<file path="src/rtl/cvbs_syncgen.sv">
// Composite video sync generator: horizontal/vertical counters plus a registered
// level stage that produces 6-bit CVBS with field sync, line sync and picture.
module cvbs_syncgen #(
   parameter int LINE_CLKS    = 1536,
   parameter int LINES        = 312,
   parameter int FPORCH       = 40,
   parameter int HS           = 113,
   parameter int BPORCH       = 137,
   parameter int SSYNC        = 48,
   parameter int LSYNC        = 720,
   parameter int VLONG        = 672,
   parameter int BLACK        = 12,
   parameter int FIRST_ACTIVE = 23
) (
   input  logic        clk,
   input  logic        reset,
   input  logic        ce,
   input  logic        vecmode,
   input  logic [5:0]  pix,
   output logic [5:0]  cvbs,
   output logic        hsync,
   output logic        vsync,
   output logic        active,
   output logic [10:0] hcount,
   output logic [8:0]  vcount
);

   localparam logic [10:0] H_LAST  = 11'(LINE_CLKS - 1);
   localparam logic [8:0]  V_LAST  = 9'(LINES - 1);
   localparam logic [10:0] H_HALF  = 11'(LINE_CLKS / 2);
   localparam logic [10:0] H_LSYNC = 11'(LSYNC);
   localparam logic [10:0] H_SSYNC = 11'(SSYNC);
   localparam logic [10:0] H_VLONG = 11'(VLONG);
   localparam logic [10:0] H_HS0   = 11'(FPORCH);
   localparam logic [10:0] H_HS1   = 11'(FPORCH + HS);
   localparam logic [10:0] H_ACT   = 11'(FPORCH + HS + BPORCH);
   localparam logic [8:0]  V_ACT   = 9'(FIRST_ACTIVE);
   localparam logic [5:0]  C_BLACK = 6'(BLACK);

   logic        mode;
   logic [5:0]  cvbs_n;
   logic        hsync_n;
   logic        vsync_n;
   logic        active_n;
   logic        tip;
   logic        in_first_half;
   logic [10:0] h_half_off;
   logic [6:0]  pix_sum;

   always_comb begin
      in_first_half = hcount < H_HALF;
      h_half_off    = hcount - H_HALF;
      pix_sum       = {1'b0, pix} + 7'(BLACK);
      cvbs_n        = C_BLACK;
      hsync_n       = 1'b0;
      vsync_n       = 1'b0;
      active_n      = 1'b0;
      tip           = 1'b0;
      if (!mode && vcount <= 9'd5) begin
         // Lines 0-2 open with a broad pulse; line 2 switches to equalising mid-line.
         vsync_n = 1'b1;
         if (in_first_half)
            tip = (vcount <= 9'd2) ? (hcount < H_LSYNC) : (hcount < H_SSYNC);
         else
            tip = (vcount <= 9'd1) ? (h_half_off < H_LSYNC) : (h_half_off < H_SSYNC);
         if (tip)
            cvbs_n = 6'd0;
      end else if (mode && vcount <= 9'd2) begin
         vsync_n = 1'b1;
         if (hcount < H_VLONG)
            cvbs_n = 6'd0;
      end else if (hcount >= H_HS0 && hcount < H_HS1) begin
         cvbs_n  = 6'd0;
         hsync_n = 1'b1;
      end else if (hcount >= H_ACT && vcount >= V_ACT) begin
         active_n = 1'b1;
         cvbs_n   = pix_sum[6] ? 6'd63 : pix_sum[5:0];
      end
   end

   always_ff @(posedge clk) begin
      if (reset) begin
         hcount <= '0;
         vcount <= '0;
         mode   <= vecmode;
         cvbs   <= C_BLACK;
         hsync  <= 1'b0;
         vsync  <= 1'b0;
         active <= 1'b0;
      end else if (ce) begin
         cvbs   <= cvbs_n;
         hsync  <= hsync_n;
         vsync  <= vsync_n;
         active <= active_n;
         if (hcount == H_LAST) begin
            hcount <= '0;
            if (vcount == V_LAST) begin
               vcount <= '0;
               mode   <= vecmode;
            end else begin
               vcount <= vcount + 9'd1;
            end
         end else begin
            hcount <= hcount + 11'd1;
         end
      end
   end

endmodule

</file>
<file path="config.mk">
export PLATFORM = sky130hd
export DESIGN_NAME = cvbs_syncgen
export DESIGN_NICKNAME = d
export VERILOG_FILES = /design/src/rtl/cvbs_syncgen.sv
export SDC_FILE = /design/constraint.sdc
export NUM_CORES = 1
export LEC_CHECK = 0
export CORE_UTILIZATION = 25
export DETAILED_ROUTE_END_ITERATION = 8
export GPL_ROUTABILITY_DRIVEN = 1
export PLACE_DENSITY = 0.54
export SETUP_SLACK_MARGIN = 0.2
export SLEW_MARGIN = 20
export SYNTH_ARGS = -nofsm -noshare
export SYNTH_HDL_FRONTEND = slang
export SYNTH_SLANG_ARGS = --single-unit
</file>
<file path="constraint.sdc">
create_clock -name clk -period 4.8 [get_ports clk]
set_clock_uncertainty 0.1 [all_clocks]
set_input_delay 0.72 -clock clk [delete_from_list [all_inputs] [get_ports clk]]
set_output_delay 0.72 -clock clk [all_outputs]
set_load 0.005 [all_outputs]
</file>
-- Word level (Yosys, flattened, before mapping)
Index checks and enable logic that the tools add are counted.
- output and inout port bits: 29
- flip-flop bits (word level): 30
- input bits: 10
- add/sub/neg operators: 4
- magnitude comparators: 13
- equal/unequal tests: 2
- reduce and logical (&&, ||, !) cells: 10
- mux-type cells: 26
- operator list (operator ; number):
    $lt A11 B10 Y1 const B ; 4
    $mux W6 ; 5
    $lt A11 B6 Y1 const B ; 2
    $mux W1 ; 17
    $add A11 B1 Y11 const B ; 1
    $eq A11 B11 Y1 const B ; 1
    $ge A11 B6 Y1 const B ; 1
    $ge A11 B9 Y1 const B ; 1
    $lt A11 B8 Y1 const B ; 1
    $mux W11 ; 1
    $sub A11 B10 Y11 const B ; 1
    $add A9 B1 Y9 const B ; 1
    $eq A9 B9 Y1 const B ; 1
    $ge A9 B5 Y1 const B ; 1
    $le A9 B1 Y1 const B ; 1
    $le A9 B2 Y1 const B ; 1
    $le A9 B3 Y1 const B ; 1
    $mux W9 ; 1
    $mux W4 ; 2
    $add A6 B4 Y7 const B ; 1
    $reduce_bool A2 Y1 ; 3
    $logic_and A1 B1 Y1 ; 4
    $reduce_and A3 Y1 ; 1
    $reduce_and A2 Y1 ; 1
    $logic_not A1 Y1 ; 1

-- Logic depth before layout (Yosys ltp)
Gate-level depths: netlist (run 1).
- word-level depth: 7
- depth in mapped cells: 8
- gate-level depth less buffers: 7

-- Worst setup path before layout (run 1)
OpenSTA, ideal clock, no wires.
- path kind: register to register
- start: register vcount[6]
- end: register cvbs[2]
- arrival time: 2.077 ns
- setup time: 0.122 ns
- clock period less this slack: 2.299 ns
- stages on the path, launching flop included: 6
- required time: 4.578 ns
- buffers on the path: 0
- slack: 2.501 ns
- cells stage by stage: dfxtp_1 > or4_4 > or4_4 > a2111oi_4 > a221oi_2 > a221o_1
- cells in the longest elaborated chain, start to end: 6
- elaborated cells on any way between the ends: 16
- classes of those cells: 4 x order compare; 9 x mux; 3 x reduce/logical
- ends and longest elaborated chain (what ; line ; text):
    start: declaration ; 25 ; output logic [8:0] vcount
    start signal: assignment ; 101 ; vcount <= vcount + 9'd1;
    $le A9 B1 Y1 (tied with other cells) ; 65 ; tip = (vcount <= 9'd1) ? (h_half_off < H_LSYNC) : (h_half_off < H_SSYNC);
    $mux W1 (tied with other cells) ; 65 ;
    $mux W1 or $mux W6 (tied branches) ; 62, 75 ;
    $mux W1 or $mux W6 (tied branches) ; 59, 72 ;
    $mux W4 or $mux W6 (tied branches) ; 66, 68 ;
    $mux W6 * ; 59 ; if (!mode && vcount <= 9'd5) begin
    end signal: assignment ; 91 ; cvbs <= cvbs_n;
    end: declaration ; 20 ; output logic [5:0] cvbs,
Every way passes the cells marked *; elsewhere a longest branch is shown, timed or not. The select of a mux whose other input is x is not followed.
A chain may end at the register's enable or synchronous reset.

-- Worst setup path in the final report (run 1)
- start: input port ce
- end: register vcount[8]
- cells in the longest elaborated chain, start to end: 1
- ends and longest elaborated chain (what ; line ; text):
    start: declaration ; 17 ; input logic ce,
    $reduce_and A2 Y1 (no line) ; -- ;
No other way between the ends.

==> results of run 1 <==
==> cell families (layout without fill, tap and decap cells) <==
family | Yosys count | count (layout) | share of synthesized area (%)
and+or+nand+nor | 92 | 92 | 26.19
AOI/OAI and AO/OA | 36 | 36 | 16.37
DFF | 30 | 30 | 34.73
buffers and inverters | 23 | 58 | 5.907
xor gates and xnor gates | 14 | 14 | 6.975
adders and majority gates | 8 | 8 | 5.694
muxes | 7 | 7 | 4.128
==> stage by stage <==
stage	area (sq um)	hold WS [ns]	std cells
finish	2310	0.3540	341
global placement	2200	0.3384	333
CTS	2310	0.3649	341
global route	2310	0.3823	341
floorplan	1758	0.3487	210
detailed placement	2200	0.3497	333
==> worst paths after layout <==
path | end | cells after the start | slack (ns) | start
worst max-delay path | vcount[8] | 6 | 1.77 | ce
worst min-delay path | cvbs[4] | 2 | 0.35 | cvbs[4]
worst max register to register | vcount[8] | 6 | 2.33 | hcount[0]
worst min register to register | cvbs[4] | 2 | 0.35 | cvbs[4]
==> state kept, by name, summed over array words and instances (netlist names) <==
signal and cells:
mode 1, vcount 9, active 1, hsync 1
hcount 11, vsync 1, cvbs 6
==> per-layer routing <==
layer	wire (microns)	vias to the layer above
li1	-	804
met1	1987	697
met2	1848	28
met3	180	8
met4	93	0
met5	0	-
==> final cells by class <==
class	instances	share of cell area, %
Multi-Input combinational cell	157	45.18
Sequential cell	30	26.44
Timing Repair Buffer	38	16.47
Tap cell	96	5.200
Clock buffer	8	4.767
Inverter	12	1.950
==> worst max-delay path: cells and delay by family <==
family        cells  cell delay [ns]
mux               1             0.16
simple gates      4             1.51
buf+inv           1             0.73
==> placed cells by master, fill, tap and decap left out, drive strengths merged, types with 2 or more instances in the layout <==
master,instances
clkdlybuf4s50,38
nor2,34
dfxtp,29
nand2,19
inv,12
nand3,9
xor2,9
o21ai,9
a21oi,8
ha,8
clkbuf,8
nand4,7
nor3,6
mux2i,5
xnor2,5
and4,4
or2,3
a211oi,3
o211ai,3
a2111oi,3
mux2,2
or4,2
a221o,2
a22oi,2
nor4,2
==> power groups by stage <==
stage / sequential, mW / clock (mW) / combinational (mW)
floorplan: 0.266 / 0 / 0.0212
global placement: 0.268 / 0 / 0.0425
detailed placement: 0.267 / 0 / 0.0429
CTS: 0.262 / 0.246 / 0.0431
global route: 0.263 / 0.258 / 0.0467
finish: 0.262 / 0.238 / 0.0423
==> results.md, run 1 <==
- Routed Antenna Nets: 0
- Status: completed
- Setup WS pre-CTS: 1.443 ns
- First-pass GRT wire length: 6.741 mm
- Core box area: 6794 sq um
- Routed len/inst: 12.05 microns
- Port Buffers: 38
- Placer Congestion: 0.7660
- Root buffer cell: clkbuf_8
- Distinct cells, synth: 43
- Worst-path fanout max: 11
- # setup viols final: 0
- Met3 Track Usage GR: 3.754%
- Iter 0 DRT Violations: 49
- Slew Limit Fails: 0
- Switch Pwr: 0.1177 mW
- Fraction of layout cells with a size suffix above 1: 8.980%
- CTS Sinks: 30
- Global route overflow: 0
- Post-CTS Hold Fix Bufs: 0
- Lkg Pwr: 0.8022 nW
- Total wire length: 4.110 mm
- CTS tree: built
- Synth cell count leaders: nor2_1, dfxtp_1, nand2_1, inv_1
- Ant diodes: 0
- Power Internal: 0.4240 mW
- CTS buffer count: 5
- Worst VDD drop: 0.07670 mV
- Async S/R FF share, synth: 0%
- PD cells: 234.6 nW/um^2
- Max Cap Viol: 0
- GRT Overall Usage: 11.69%
- CP Data Arrival Time: 3.12 ns
- Syn_nets: 228
- Rows: 30
- Via count: 1,537
- Syn_area_per_cell: 8.371 sq um
- Sequential fraction of the synthesis area: 34.73%
- RSZ-0062 raised after global routing: false
- Mapped Cells: 210
- Post_cts resized: 0
- Synth top area cells: dfxtp_1, nor2_1, ha_1
- Area grow syn2layout: 31.39%
- Worst EP required: 4.89 ns
- Vias in the first global route: 1,422
- Period minus WS final: 3.034 ns
- Postcts setup bufs: 0
- Max_slew headroom: 51.80%
- Met2 usage: 18.47%
- H-tree Lvls: 2
- Cell with the most instances after synthesis: nor2_1
- Fin crit share: 63.20%
- Starting density of the core: 25.87%
- Net count, final: 262
- Fin worst setup slack: 1.766 ns
- Hold crit path type: register to register
- Syn. warnings: 0
- Fillers: 715
- CTS clk-pin slew, worst paths: 0.06 ns
- Most used DFF post-synth: dfxtp_1
- HPWL after DPL: 3.042 mm
- Storage cell area: 610.6 sq um
- Post-synth top area cell: dfxtp_1
- Slew @ Worst Pin: 0.7171 ns
- Largest net degree at the start of global routing: 15
- Antenna violations before repair: 0
- Seq cells post-synth: 30
- Grt peak-use layer: met2
- Fmax: 0.3296 GHz
- DR pass1 iterations: 3
- Final hold viol count: 0
- Drt drc: 0
- Post-Route Utilization: 34.00%
- Clock share of power: 43.9%
- Met1 GRT Util: 14.39%
- Sw frac: 21.73%
- Chip Height: 85.86 microns
- CP Capture Type: register
- Logic pwr share: 7.8%
- Die Footprint: 7371 sq um
- Setup TNS: 0 ns
- Final Power: 0.5418 mW
- Startpoint Class: input pin
- Synthesized area: 1758 sq um
- Crit Path Category: input pin to register
- Worst-skew pair later-pin latency: 0.28 ns
- Max Buffers Root-to-Sink: 2
- Register share of total power: 48.3%
- Critical-path cell list: clkdlybuf4s50_1, nand4_1, nor4_2, nand3_1, mux2i_1, nor4b_1
- Synth top area share: 33.02%
- Max stage delay on crit path: 0.73 ns
- I/O pin cnt: 39
- Die X: 85.86 microns
- Slowest CP cell: clkdlybuf4s50_1
- Post-synth EDFFs: 1
- Post-DR vias/cell: 4.507
- Area of the multi-input gates: 1044 sq um
Power figures use the tool's default switching activity.
==> run 2, diff against run 1 <==
- clock period: 4.8 -> 3.14 ns (I/O delays scaled with it)
==> run 2 against run 1 <==
  * Cell count rose by 0.88%
  * Non-clock buffer count rose by 3
  * Routed wire length barely moved
  * Die area did not move
  * Global-route usage rose by 0.12 points
  * Critical path type is now register to register
  * Critical endpoint is now cvbs[3]
==> results.md, run 2 (synthesis gave the netlist of run 1 again) <==
- Rows: 30
- CTS clk-pin slew, worst paths: 0.06 ns
- Top reg by flops: hcount
- CTS buffer count: 5
- RSZ-0062 raised after global routing: false
- Top layer in use: met4
- Startpoint Class: register
- CTS Sinks: 30
- Root buffer cell: clkbuf_8
- H-tree Lvls: 2
- Largest net degree at the start of global routing: 15
- Worst EP required: 3.20 ns
- PD cells: 337.2 nW/um^2
- Area grow syn2layout: 31.60%
- Crit path max-delay family: simple AND/OR/NAND/NOR gates
- Critical-path cell list: or4_4, or4_4, a2111oi_4, a221oi_2, a221o_1
- Most frequent cells in the layout: clkdlybuf4s50_1, nor2_1, dfxtp_1
- Slew Limit Fails: 0
- Post-DP Area: 2222 sq um
- Post-CTS Hold Fix Bufs: 0
- Reg-to-reg slack, setup: 0.76 ns
- WL met3: 214 microns
- Metal2 WL: 1.871 mm
- HPWL after DPL: 3.082 mm
- Chip Height: 85.86 microns
- Routed len/inst: 11.94 microns
- Die Footprint: 7371 sq um
- Worst-path fanout max: 8
- Vias in the first global route: 1,454
- I/O pin cnt: 39
- DR pass1 iterations: 4
- Fin crit share: 75.81%
- Worst-skew pair later-pin latency: 0.28 ns
- Routed Antenna Nets: 0
- Max_slew headroom: 58.25%
- Slowest CP cell: or4_4
- Slew @ Worst Pin: 0.6242 ns
- Die X: 85.86 microns
- GRT Overall Usage: 11.81%
- Crit Path Category: register to register
- Status: completed
- # setup viols final: 0
- Cell mode on critical path: or4_4
- CP Capture Type: register
- Finished Layout Cells: 344
- Ant diodes: 0
- Iter 0 DRT Violations: 53
- Global route overflow: 0
- Max Cap Viol: 0
- WL met1: 1.965 mm
- First-pass GRT wire length: 6.775 mm
- Placer Congestion: 0.7011
- Lkg Pwr: 0.8087 nW
- Setup TNS: 0 ns
- Final instance area: 2313 sq um
- Most common cell after layout, fill and taps aside: clkdlybuf4s50_1
- Post_cts resized: 0
- Core box area: 6794 sq um
- Hold crit path type: register to register
- Worst path buffer plus inverter count: 0
- Fillers: 723
- Final hold viol count: 0
- Final hold slack: 0.3579 ns
- Placed cells: 336
- Drt drc: 0
- Antenna violations before repair: 0
- Period minus WS final: 2.381 ns
- Worst VDD drop: 0.1064 mV
- Post-DR vias/cell: 4.573
- Top flop regs: hcount x11, vcount x9, cvbs x6
- Net count, final: 265
- Max stage delay on crit path: 0.59 ns
- Fmax: 0.4201 GHz
- Total wire length: 4.106 mm
- CP Data Arrival Time: 2.44 ns
- Fraction of layout cells with a size suffix above 1: 9.677%
- Via count: 1,573
- Max Buffers Root-to-Sink: 2
- Starting density of the core: 25.87%
- Max reg flops: 11
- CTS tree: built
- Final Power: 0.7801 mW
- Port Buffers: 38
- Postcts setup bufs: 0
-- run 2: changes by cell type in the layout (fill, tap and decap cells not counted), sizes merged --
cell	delta
buf	+3
clkbuf	-1
clkinv	+1
-- run 2: area by class of cell --
class / count / area [sq um] / share of cell area [%]
sequential: 30 / 610.6 / 26.39
tap: 96 / 120.1 / 5.192
clock buffer: 7 / 86.33 / 3.732
clock inverter: 1 / 5.005 / 0.2163
inverter: 12 / 45.04 / 1.947
multi-input combinational: 157 / 1044 / 45.11
timing repair buffer: 41 / 402.9 / 17.41
-- run 2: where the power goes --
group | internal, mW | total (mW) | switching (mW)
Sequential | 0.391 | 0.400 | 0.00937
Combinational | 0.0371 | 0.0651 | 0.0281
Clock | 0.176 | 0.315 | 0.138
-- run 2: tightest hold or removal path, cell delays in order, from the launching register on --
cell and delay [ns]:
dfxtp_1 0.33, nand2_1 0.04, o21ai_0 0.05
-- run 2: stage by stage --
stage,utilization (%),worst slack [ns]
after floorplan,-,0.8412
after global placement,32.71,0.7043
after detailed placement,32.71,0.6790
after CTS,34.05,0.7557
after global routing,34.05,0.6738
final,34.05,0.7595
-- run 2: layer usage --
metal  global-route usage, %  vias up
met2                   19.13       33
met3                   3.465        4
met4                   4.545        0
met1                   14.80      721
li1                        -      815
met5                       0        -
-- run 2: worst paths after layout --
kind,depth (start not counted),endpoint,start
worst max-delay path,5,cvbs[3],vcount[6]
worst min-delay path,2,cvbs[5],cvbs[5]
worst max register to register,5,cvbs[3],vcount[6]
worst min register to register,2,cvbs[5],cvbs[5]
